--- config.mk ---
export PLATFORM = sky130hd
export DESIGN_NAME = booth_mult_seq_flat
export DESIGN_NICKNAME = d
export VERILOG_FILES = /design/src/rtl/booth_mult_seq_if.sv /design/src/rtl/booth_mult_seq.sv /design/src/flat_wrapper.sv
export SDC_FILE = /design/constraint.sdc
export NUM_CORES = 1
export LEC_CHECK = 0
export ABC_AREA = 1
export BUFFER_PORTS_ARGS = -buffer_cell sky130_fd_sc_hd__buf_2
export CAP_MARGIN = 20
export CELL_PAD_IN_SITES_DETAIL_PLACEMENT = 1
export CELL_PAD_IN_SITES_GLOBAL_PLACEMENT = 1
export CORE_ASPECT_RATIO = 1.75
export CORE_MARGIN = 3
export CORE_UTILIZATION = 37
export DETAILED_ROUTE_END_ITERATION = 10
export PLACE_DENSITY_LB_ADDON = 0.1
export SLEW_MARGIN = 20
export SYNTH_ARGS = -nofsm -noshare
export SYNTH_HDL_FRONTEND = slang
export SYNTH_SLANG_ARGS = --single-unit
--- constraint.sdc ---
create_clock -name clk -period 2.15 [get_ports clk]
set_input_delay 0.215 -clock clk [delete_from_list [all_inputs] [get_ports clk]]
set_output_delay 0.215 -clock clk [all_outputs]
set_load 0.02 [all_outputs]
--- src/rtl/booth_mult_seq_if.sv ---
// booth_mult_seq_if
//   Handshake and operand/result bundle for the sequential Booth multiplier.
//   master : requester (execute stage) - drives start and operands.
//   slave  : booth_mult_seq            - drives busy, done, product (and ovf).
//   Optional: MULT_OVF_FLAG_EN adds the ovf signal to both modports.
interface booth_mult_seq_if #(
  parameter int WIDTH = 32
);
  logic                   start;
  logic [WIDTH-1:0]       multiplicand;
  logic [WIDTH-1:0]       multiplier;
  logic                   busy;
  logic                   done;
  logic [2*WIDTH-1:0]     product;
`ifdef MULT_OVF_FLAG_EN
  logic                   ovf;

  modport master (
    output start, multiplicand, multiplier,
    input  busy, done, product, ovf
  );
  modport slave (
    input  start, multiplicand, multiplier,
    output busy, done, product, ovf
  );
`else
  modport master (
    output start, multiplicand, multiplier,
    input  busy, done, product
  );
  modport slave (
    input  start, multiplicand, multiplier,
    output busy, done, product
  );
`endif
endinterface

--- src/rtl/booth_mult_seq.sv ---
// booth_mult_seq
//   Radix-2 Booth sequential signed multiplier, one Booth step per clock,
//   WIDTH steps per product. All outputs registered.
//   Ports:
//     clk  - clock, rising edge
//     rst  - synchronous active-high reset (abandons an in-flight product)
//     bus  - booth_mult_seq_if.slave: start, multiplicand, multiplier in;
//            busy, done (1-cycle pulse), product (held), ovf out
//   Optional: MULT_OVF_FLAG_EN adds ovf (product does not fit WIDTH signed).
//
//   state  | meaning
//   S_IDLE | waiting for start; done may be pulsing this cycle
//   S_RUN  | iterating Booth steps, busy=1
module booth_mult_seq #(
  parameter int WIDTH = 32
) (
  input  logic             clk,
  input  logic             rst,
  booth_mult_seq_if.slave  bus
);
  localparam int            CW   = $clog2(WIDTH + 1);
  localparam logic [CW-1:0] LAST = CW'(WIDTH - 1);

  typedef enum logic {S_IDLE, S_RUN} state_t;

  state_t               r_state, w_state_nxt;
  logic [WIDTH:0]       r_a, w_a_nxt;
  logic [WIDTH:0]       r_m, w_m_nxt;
  logic [WIDTH-1:0]     r_q, w_q_nxt;
  logic                 r_q1, w_q1_nxt;
  logic [CW-1:0]        r_cnt, w_cnt_nxt;
  logic                 r_busy, w_busy_nxt;
  logic                 r_done, w_done_nxt;
  logic [2*WIDTH-1:0]   r_prod, w_prod_nxt;

  logic [WIDTH:0]       w_s;
  logic [WIDTH:0]       w_a_sh;
  logic [WIDTH-1:0]     w_q_sh;
  logic [2*WIDTH-1:0]   w_prod_fin;

  // Booth select on {Qr[0], q_1}; the extra accumulator bit keeps
  // M = -2^(WIDTH-1) exact. Carry-out beyond WIDTH+1 bits is dropped.
  always_comb begin
    w_s = r_a;
    case ({r_q[0], r_q1})
      2'b01:   w_s = r_a + r_m;
      2'b10:   w_s = r_a + ~r_m + {{WIDTH{1'b0}}, 1'b1};
      default: w_s = r_a;
    endcase
  end

  assign w_a_sh     = {w_s[WIDTH], w_s[WIDTH:1]};
  assign w_q_sh     = {w_s[0], r_q[WIDTH-1:1]};
  assign w_prod_fin = {w_a_sh[WIDTH-1:0], w_q_sh};

`ifdef MULT_OVF_FLAG_EN
  logic r_ovf, w_ovf_nxt;
  logic w_ovf_fin;
  // Fits in WIDTH signed bits only when the top WIDTH+1 bits are a pure sign run.
  assign w_ovf_fin = ~((&w_prod_fin[2*WIDTH-1:WIDTH-1]) |
                       ~(|w_prod_fin[2*WIDTH-1:WIDTH-1]));
`endif

  always_ff @(posedge clk) begin
    if (rst) begin
      r_state <= S_IDLE;
      r_a     <= '0;
      r_m     <= '0;
      r_q     <= '0;
      r_q1    <= 1'b0;
      r_cnt   <= '0;
      r_busy  <= 1'b0;
      r_done  <= 1'b0;
      r_prod  <= '0;
`ifdef MULT_OVF_FLAG_EN
      r_ovf   <= 1'b0;
`endif
    end else begin
      r_state <= w_state_nxt;
      r_a     <= w_a_nxt;
      r_m     <= w_m_nxt;
      r_q     <= w_q_nxt;
      r_q1    <= w_q1_nxt;
      r_cnt   <= w_cnt_nxt;
      r_busy  <= w_busy_nxt;
      r_done  <= w_done_nxt;
      r_prod  <= w_prod_nxt;
`ifdef MULT_OVF_FLAG_EN
      r_ovf   <= w_ovf_nxt;
`endif
    end
  end

  always_comb begin
    w_state_nxt = r_state;
    w_a_nxt     = r_a;
    w_m_nxt     = r_m;
    w_q_nxt     = r_q;
    w_q1_nxt    = r_q1;
    w_cnt_nxt   = r_cnt;
    w_busy_nxt  = r_busy;
    w_done_nxt  = 1'b0;
    w_prod_nxt  = r_prod;
`ifdef MULT_OVF_FLAG_EN
    w_ovf_nxt   = r_ovf;
`endif
    case (r_state)
      S_IDLE: begin
        if (bus.start) begin
          w_a_nxt     = '0;
          w_q_nxt     = bus.multiplier;
          w_q1_nxt    = 1'b0;
          w_m_nxt     = {bus.multiplicand[WIDTH-1], bus.multiplicand};
          w_cnt_nxt   = '0;
          w_busy_nxt  = 1'b1;
          w_state_nxt = S_RUN;
        end
      end
      S_RUN: begin
        w_a_nxt   = w_a_sh;
        w_q_nxt   = w_q_sh;
        w_q1_nxt  = r_q[0];
        w_cnt_nxt = r_cnt + CW'(1);
        if (r_cnt == LAST) begin
          w_prod_nxt  = w_prod_fin;
`ifdef MULT_OVF_FLAG_EN
          w_ovf_nxt   = w_ovf_fin;
`endif
          w_done_nxt  = 1'b1;
          w_busy_nxt  = 1'b0;
          w_state_nxt = S_IDLE;
        end
      end
      default: w_state_nxt = S_IDLE;
    endcase
  end

  assign bus.busy    = r_busy;
  assign bus.done    = r_done;
  assign bus.product = r_prod;
`ifdef MULT_OVF_FLAG_EN
  assign bus.ovf     = r_ovf;
`endif
endmodule

--- src/flat_wrapper.sv ---
// flat-port wrapper written by rule: the top's interface ports become plain ports
module booth_mult_seq_flat 
#(
  parameter int WIDTH = 32
)
  (clk, rst, bus_start, bus_multiplicand, bus_multiplier, bus_busy, bus_done, bus_product);
  booth_mult_seq_if #(.WIDTH(WIDTH)) bus_i ();
  input  logic clk;
  input  logic rst;
  input wire logic [$bits(bus_i.start)-1:0] bus_start;
  input wire logic [$bits(bus_i.multiplicand)-1:0] bus_multiplicand;
  input wire logic [$bits(bus_i.multiplier)-1:0] bus_multiplier;
  output wire logic [$bits(bus_i.busy)-1:0] bus_busy;
  output wire logic [$bits(bus_i.done)-1:0] bus_done;
  output wire logic [$bits(bus_i.product)-1:0] bus_product;
  assign bus_i.start = bus_start;
  assign bus_i.multiplicand = bus_multiplicand;
  assign bus_i.multiplier = bus_multiplier;
  assign bus_busy = bus_i.busy;
  assign bus_done = bus_i.done;
  assign bus_product = bus_i.product;
  booth_mult_seq #(.WIDTH(WIDTH)) u_core (.clk(clk), .rst(rst), .bus(bus_i));
endmodule
==> results_dict.tcl, run 1 <==
set metrics [dict create \
    portBuffers 132 \
    final_util_pct 58.7 \
    h-tree-depth 4 \
    seq_area_um2 3450 \
    wl_per_cell_um 22.4 \
    cts.sinks 170 \
    synth-edff-count 0 \
    slew_headroom_pct 56.8 \
    core_um2 30300 \
    drc 0 \
    clock_path_buffers 2 \
    antenna_found_initial 0 \
    fmax_ghz 0.418 \
    fillCellCount 3907 \
    clk_pin_slew_ns 0.08 \
    setup_ws_ns -0.242 \
    initial_core_util_pct 37.7 \
    synth-seq-area-share_pct 29.8 \
    place_congestion 0.960 \
    yosysWarnings 0 \
    grt_pass1_wl_mm 86.6 \
    cp_data_arrival_time_ns 2.73 \
    instances_no_fill 2666 \
    power_mw 9.93 \
    finalCritPeriodShare_pct 111 \
    peakVddDrop_mv 0.638 \
    setup_tns_ns -6.91 \
    synth_nets 1998 \
    fin_area_um2 17800 \
    slew_violations 0 \
    cts_tree "done" \
    synth_top_area_cell "dfxtp_1" \
    dieArea_um2 33100 \
    synthFlopType "dfxtp_1" \
    area.growth.synth_to_final_pct 55.5 \
    grt_pass1_vias 15800 \
    drtAntennaViolNets 0 \
    row_count 84 \
    drtIter0Drc 521 \
    via_per_inst 5.39 \
    cap_violations 0 \
    worst_skew_pair.late_latency_ns 0.47 \
    avgSynthCellArea_um2 6.14 \
    synth-seq-cells 170 \
    critPathMaxFanout 6 \
    dp.cells 2593 \
    grt_max_degree 58 \
    finalCriticalPeriod_ns 2.39 \
    synth.area.top_cells "dfxtp_1, nand2_1, inv_1" \
    setup_viol 58 \
    worst-endpoint-required_ns 2.49 \
    multi_input_area_um2 8670 \
    synth_top_area_share_pct 29.8 \
    p_leak_nw 8.89 \
    startpoint_type "flop" \
    firstDrtPassIters 5 \
    die_w_um 139 \
    drive_above_1_share_pct 44.6 \
    synth.cell_area_um2 11400 \
    ys_types 43 \
    die_h_um 238 \
    nets 2401 \
    cts_made_buffers 17 \
    rsz0062_at_grt "yes" \
    pin_count 133 \
    failed_checks "setup timing" \
    fin_skew_ns 0.0219 \
    tightestPinTransition_ns 0.648 \
    root_buffer "clkbuf_16" \
    syn_inst 1862 \
    hpwl_mm 42.8 \
    grt_overflow 0 \
    vias 14400 \
    critPathKind "reg -> reg" \
    async_flop_share_pct 0 \
    grt_usage_pct 33.8 \
    hold_violations 0 \
    finalWirelength_mm 59.6 \
    status "finished with violations" \
    cp-end-kind "flop" \
    place_area_um2 14600 \
    min_path_type "in -> reg" \
    power.density_nw_per_um2 559 \
]
-- registers in the layout (all words and copies together), names as in the netlist --
signal and flops:
u_core.r_a 32, u_core.bus.busy 1, u_core.r_q1 1, u_core.r_q 32, u_core.bus.product 64, u_core.r_state 1, u_core.bus.done 1, u_core.r_m 32
u_core.r_cnt 6
-- cells by family after synthesis --
| kind of cell | Yosys count | synth area share (%) |
|---|---|---|
| and+or+nand+nor | 940 | 34.4 |
| adders and majority gates | 69 | 7.69 |
| xor gates and xnor gates | 2 | 0.153 |
| AOI/OAI and AO/OA | 299 | 14.9 |
| buffers and inverters | 382 | 13.1 |
| DFF | 170 | 29.8 |
-- worst max-delay path: stages, from the launching register on --
cell	delay, ns
dfxtp_2	0.35
inv_2	0.06
ha_4	0.36
inv_1	0.13
nand2_1	0.08
nand2_1	0.08
o21bai_2	0.21
inv_1	0.08
nand2_1	0.10
a21oi_1	0.19
nand2_1	0.09
nand3_1	0.12
nand3_2	0.20
nand3_1	0.14
a21oi_1	0.07
-- where the power goes --
| group | internal [mW] | switching [mW] | leakage (nW) |
|---|---|---|---|
| Sequential | 3.26 | 0.0842 | 1.40 |
| Clock | 1.69 | 1.69 | 0.296 |
| Combinational | 1.30 | 1.90 | 7.20 |
| Total | 6.25 | 3.68 | 8.89 |
-- per-stage QoR --
step	setup slack, ns	hold WS, ns
finish	-0.242	0.0312
global route	-0.355	0.0489
CTS	-0.0921	0.0157
detailed placement	-0.524	0.439
global placement	-0.494	0.435
floorplan	0.00535	0.350
-- timing repair --
item	4_1_cts	5_1_grt
setup endpoints to repair	59	63
hold endpoints to repair	2	0
gates resized for setup	401	227
pin swaps	91	93
setup buffers	25	18
hold buffers	2	0
-- per-layer routing --
layer,part of all wire (%),routed length [um],GRT usage (%)
met5,0,0,0
met4,12,6900,32.5
met3,3.0,1790,4.51
met2,54,32000,65.0
met1,32,18900,29.2
-- path summary, 6_finish.rpt --
| kind | from | to | slack (ns) | cells past startpoint |
|---|---|---|---|---|
| max | u_core.r_m[17]$_SDFFE_PP0P_ | u_core.r_a[17]$_SDFFE_PP0P_ | -0.24 | 14 |
| min | bus_multiplicand[5] | u_core.r_m[5]$_SDFFE_PP0P_ | 0.03 | 3 |
| max reg2reg | u_core.r_m[17]$_SDFFE_PP0P_ | u_core.r_a[17]$_SDFFE_PP0P_ | -0.24 | 14 |
| min reg2reg | u_core.bus.product[29]$_SDFFE_PP0P_ | u_core.bus.product[29]$_SDFFE_PP0P_ | 0.45 | 2 |
-- cells in the final DEF (no fill, tap or decap), types with 17 or more instances in the layout --
| cell type | instances |
|---|---|
| a21oi_2 | 45 |
| a21oi_1 | 77 |
| inv_1 | 231 |
| buf_2 | 132 |
| ha_1 | 26 |
| o221ai_1 | 19 |
| nor2_1 | 51 |
| nand2_2 | 110 |
| buf_4 | 308 |
| buf_6 | 17 |
| ha_4 | 33 |
| inv_2 | 56 |
| o21ai_0 | 80 |
| nor2_4 | 27 |
| nor2_2 | 30 |
| dfxtp_1 | 138 |
| nand2_4 | 30 |
| nand3_2 | 54 |
| nand2_1 | 460 |
| dfxtp_2 | 30 |
| clkbuf_16 | 17 |
| nand3_1 | 109 |
-- cells in the mapped netlist (2+ instances only) --
library cell	n
nor2_2	4
buf_4	9
a22o_1	5
nor3_1	13
a21o_1	2
nand2_2	10
clkbuf_1	43
inv_1	287
o22ai_1	3
or2_2	16
nand4_1	10
o21bai_1	21
a21oi_1	127
o21ai_1	8
buf_2	21
dfxtp_1	170
a22oi_1	2
xor2_1	2
clkbuf_2	3
nand3_1	175
and2_1	4
nor2_1	104
o221ai_1	19
or2_1	6
ha_1	67
nor3b_1	2
fa_1	2
a21oi_2	8
buf_1	10
o21ai_0	98
nand2_1	592
inv_2	8
-- layout make-up --
class	count	area share [%]
Clock inverter	15	1.10
Antenna cell	1	0.0141
Clock buffer	17	2.39
Sequential cell	170	19.4
Timing Repair Buffer	470	19.2
Multi-Input combinational cell	1310	48.8
Inverter	296	6.39
Tap cell	387	2.73
Note: power is estimated with default switching activity, not from simulation.
==> run 2, diff against run 1 <==
--- a/config.mk
+++ b/config.mk
@@ -12,7 +12,8 @@
 export CELL_PAD_IN_SITES_GLOBAL_PLACEMENT = 1
 export CORE_ASPECT_RATIO = 1.75
 export CORE_MARGIN = 3
-export CORE_UTILIZATION = 37
+export CORE_UTILIZATION = 38
+export CTS_BUF_LIST = sky130_fd_sc_hd__clkbuf_8
 export DETAILED_ROUTE_END_ITERATION = 10
 export PLACE_DENSITY_LB_ADDON = 0.1
 export SLEW_MARGIN = 20
==> run 2 against run 1 <==
  * Largest cell class unchanged
  * Combinational power fell by 3%
  * Critical path type unchanged
  * Global-route usage up 1.2 points
  * Sequential share of layout area is 0.49 points higher
  * Highest routed layer unchanged
  * Die area down 2.5%
  * Power down 9.4%
  * The flow still finishes with violations (setup timing)
==> results_dict.tcl, run 2 (synthesis results as in run 1) <==
set metrics [dict create \
    status "finished with violations" \
    failed_checks "setup timing" \
    wl_per_cell_um 22.3 \
    firstDrtPassIters 6 \
    crit_path_end "u_core.bus.product[57]$_SDFFE_PP0P_" \
    seq_area_um2 3460 \
    fillCellCount 3874 \
    multi_input_area_um2 8190 \
    cts.sinks 170 \
    rsz0062_at_grt "yes" \
    place_congestion 0.960 \
    hold_violations 0 \
    finalCritPeriodShare_pct 120 \
    die_h_um 235 \
    startpoint_type "flop" \
    critPathKind "reg -> reg" \
    cp_common_cell "nand2_1" \
    worst-endpoint-required_ns 2.58 \
    min_path_type "in -> reg" \
    ff2ff_setup_slack_ns -0.42 \
    critPathMaxStageDelay_ns 0.35 \
    fin_area_um2 17400 \
    vias 14700 \
    final_cell_mix "nand2_1, buf_4, inv_1, dfxtp_1, buf_2" \
    p_comb_share_pct 34.5 \
    crit_path_start "u_core.r_m[10]$_SDFFE_PP0P_" \
    grt_overflow 0 \
    tightestPinTransition_ns 0.901 \
    r2r_end "u_core.bus.product[57]$_SDFFE_PP0P_" \
    fin_skew_ns 0.0232 \
    grt_usage_pct 35.0 \
    grt_max_degree 68 \
    largest_reg_flops 64 \
    finalCriticalPeriod_ns 2.57 \
    drive_above_1_share_pct 39.9 \
    h-tree-depth 4 \
    cap_violations 0 \
    initial_core_util_pct 38.7 \
    finalWirelength_mm 60.1 \
    critPathMaxFanout 3 \
    dieArea_um2 32300 \
    switching_share_pct 38.3 \
    core_um2 29500 \
    area.growth.synth_to_final_pct 52.0 \
    place_area_um2 14600 \
    setup_viol 51 \
    path_cells "inv_2 -> ha_4 -> buf_4 -> buf_4 -> nor2_2 -> nand2_1 -> inv_1 -> nand2_1 -> nor2_1 -> nand2_2 -> nand3_2 -> nand2_2 -> nand3_2 -> nand3_4 -> nand3_4 -> nand2_1" \
    dp_slack_ns -0.552 \
    hpwl_mm 41.8 \
    whs_ns 0.0127 \
    clock_path_buffers 2 \
    antenna_found_initial 0 \
    slew_headroom_pct 39.3 \
    p_switching_mw 3.45 \
    num_antenna_cells 0 \
    drtAntennaViolNets 0 \
    crit_slowest_cell "dfxtp_2" \
    root_buffer "clkbuf_8" \
    slew_violations 0 \
    pin_count 133 \
    drc 0 \
    drtIter0Drc 742 \
    cp-end-kind "flop" \
    seq_power_share_pct 37.1 \
    portBuffers 132 \
    worst_skew_pair.late_latency_ns 0.52 \
    peakVddDrop_mv 0.506 \
    power.density_nw_per_um2 518 \
    p_int_mw 5.55 \
    power_mw 9.00 \
    rr_startpoint "u_core.r_m[10]$_SDFFE_PP0P_" \
    die_w_um 137 \
    clk_pin_slew_ns 0.12 \
    cts_made_buffers 17 \
    grt_pass1_wl_mm 86.1 \
    cts_tree "done" \
    via_per_inst 5.45 \
    clkPwrFrac_pct 28.4 \
    p_leak_nw 8.80 \
    layout_commonest_cell "nand2_1" \
    grt_pass1_vias 15800 \
    fmax_ghz 0.389 \
    row_count 83 \
    r2r_cells 16 \
    cp_data_arrival_time_ns 3.00 \
    nets 2434 \
    setup_ws_ns -0.419 \
]
[run 2: cell types whose count changed in the layout (fill, tap and decap cells not counted), moves of 10 or more]
cell           previous run  this run
clkbuf_8                  0        18
a21oi_1                  77        89
nand3_2                  54        44
nand2_1                 460       496
dlygate4sd3_1             2        36
inv_1                   231       246
nand2_2                 110        83
nand3_1                 109       121
inv_2                    56        46
clkbuf_16                17         0
[run 2: repair_timing]
action                                  in CTS  in global routing
endpoints found under the setup margin      57                 67
resized for setup                          344                149
buffers inserted                            20                 13
pin swaps                                   81                 48
hold buffers                                36                  0
hold endpoints to repair                    36                  0
[run 2: how the worst min path moves through the flow]
| stage | startpoint | to | slack [ns] | cells after the start |
|---|---|---|---|---|
| after detailed placement | u_core.bus.product[55]$_SDFFE_PP0P_ | u_core.bus.product[55]$_SDFFE_PP0P_ | 0.44 | 2 |
| after CTS | bus_start | u_core.r_cnt[0]$_SDFFE_PP0P_ | 0.0004 | 4 |
| after global placement | u_core.bus.product[45]$_SDFFE_PP0P_ | u_core.bus.product[45]$_SDFFE_PP0P_ | 0.44 | 2 |
| after global routing | bus_multiplicand[15] | u_core.r_m[15]$_SDFFE_PP0P_ | 0.03 | 3 |
| final | bus_start | u_core.r_cnt[0]$_SDFFE_PP0P_ | 0.01 | 4 |
| after floorplan | bus_multiplicand[0] | u_core.r_m[0]$_SDFFE_PP0P_ | 0.35 | 2 |
[run 2: stage by stage]
| stage | TNS (ns) | utilization, % | cells |
|---|---|---|---|
| detailed placement | -19.41 | 49.5 | 2595 |
| finish | -10.07 | 58.9 | 2693 |
| floorplan | 0 | - | 1862 |
| global placement | -17.28 | 49.5 | 2594 |
| CTS | -3.60 | 56.9 | 2680 |
| global route | -17.39 | 58.9 | 2693 |
[run 2: cell type report]
| class | instances | share of cell area (%) |
|---|---|---|
| clock inverter | 14 | 1.03 |
| sequential | 170 | 19.9 |
| inverter | 296 | 6.46 |
| multi-input combinational | 1310 | 47.1 |
| tap | 382 | 2.75 |
| timing repair buffer | 503 | 21.3 |
| clock buffer | 18 | 1.43 |
[run 2: routing by layer]
metal | track usage (%) | routed length, um
met5 | 0 | 0
met4 | 35.3 | 7550
met3 | 6.12 | 3170
met2 | 63.8 | 30600
met1 | 30.2 | 18700
[run 2: power by group through the flow]
| stage | sequential (mW) | combinational (mW) | clock, mW |
|---|---|---|---|
| finish | 3.34 | 3.11 | 2.56 |
| global route | 3.35 | 3.30 | 2.69 |
| CTS | 3.33 | 2.80 | 2.59 |
| detailed placement | 3.39 | 2.38 | 0 |
| global placement | 3.38 | 2.32 | 0 |
| floorplan | 3.38 | 1.17 | 0 |
[run 2: critical path: cells and delay by family (launching register included)]
kind / cells / cell delay, ns
buffers and inverters: 4 / 0.54
adders and majority gates: 1 / 0.25
DFF: 1 / 0.35
and+or+nand+nor: 11 / 1.33
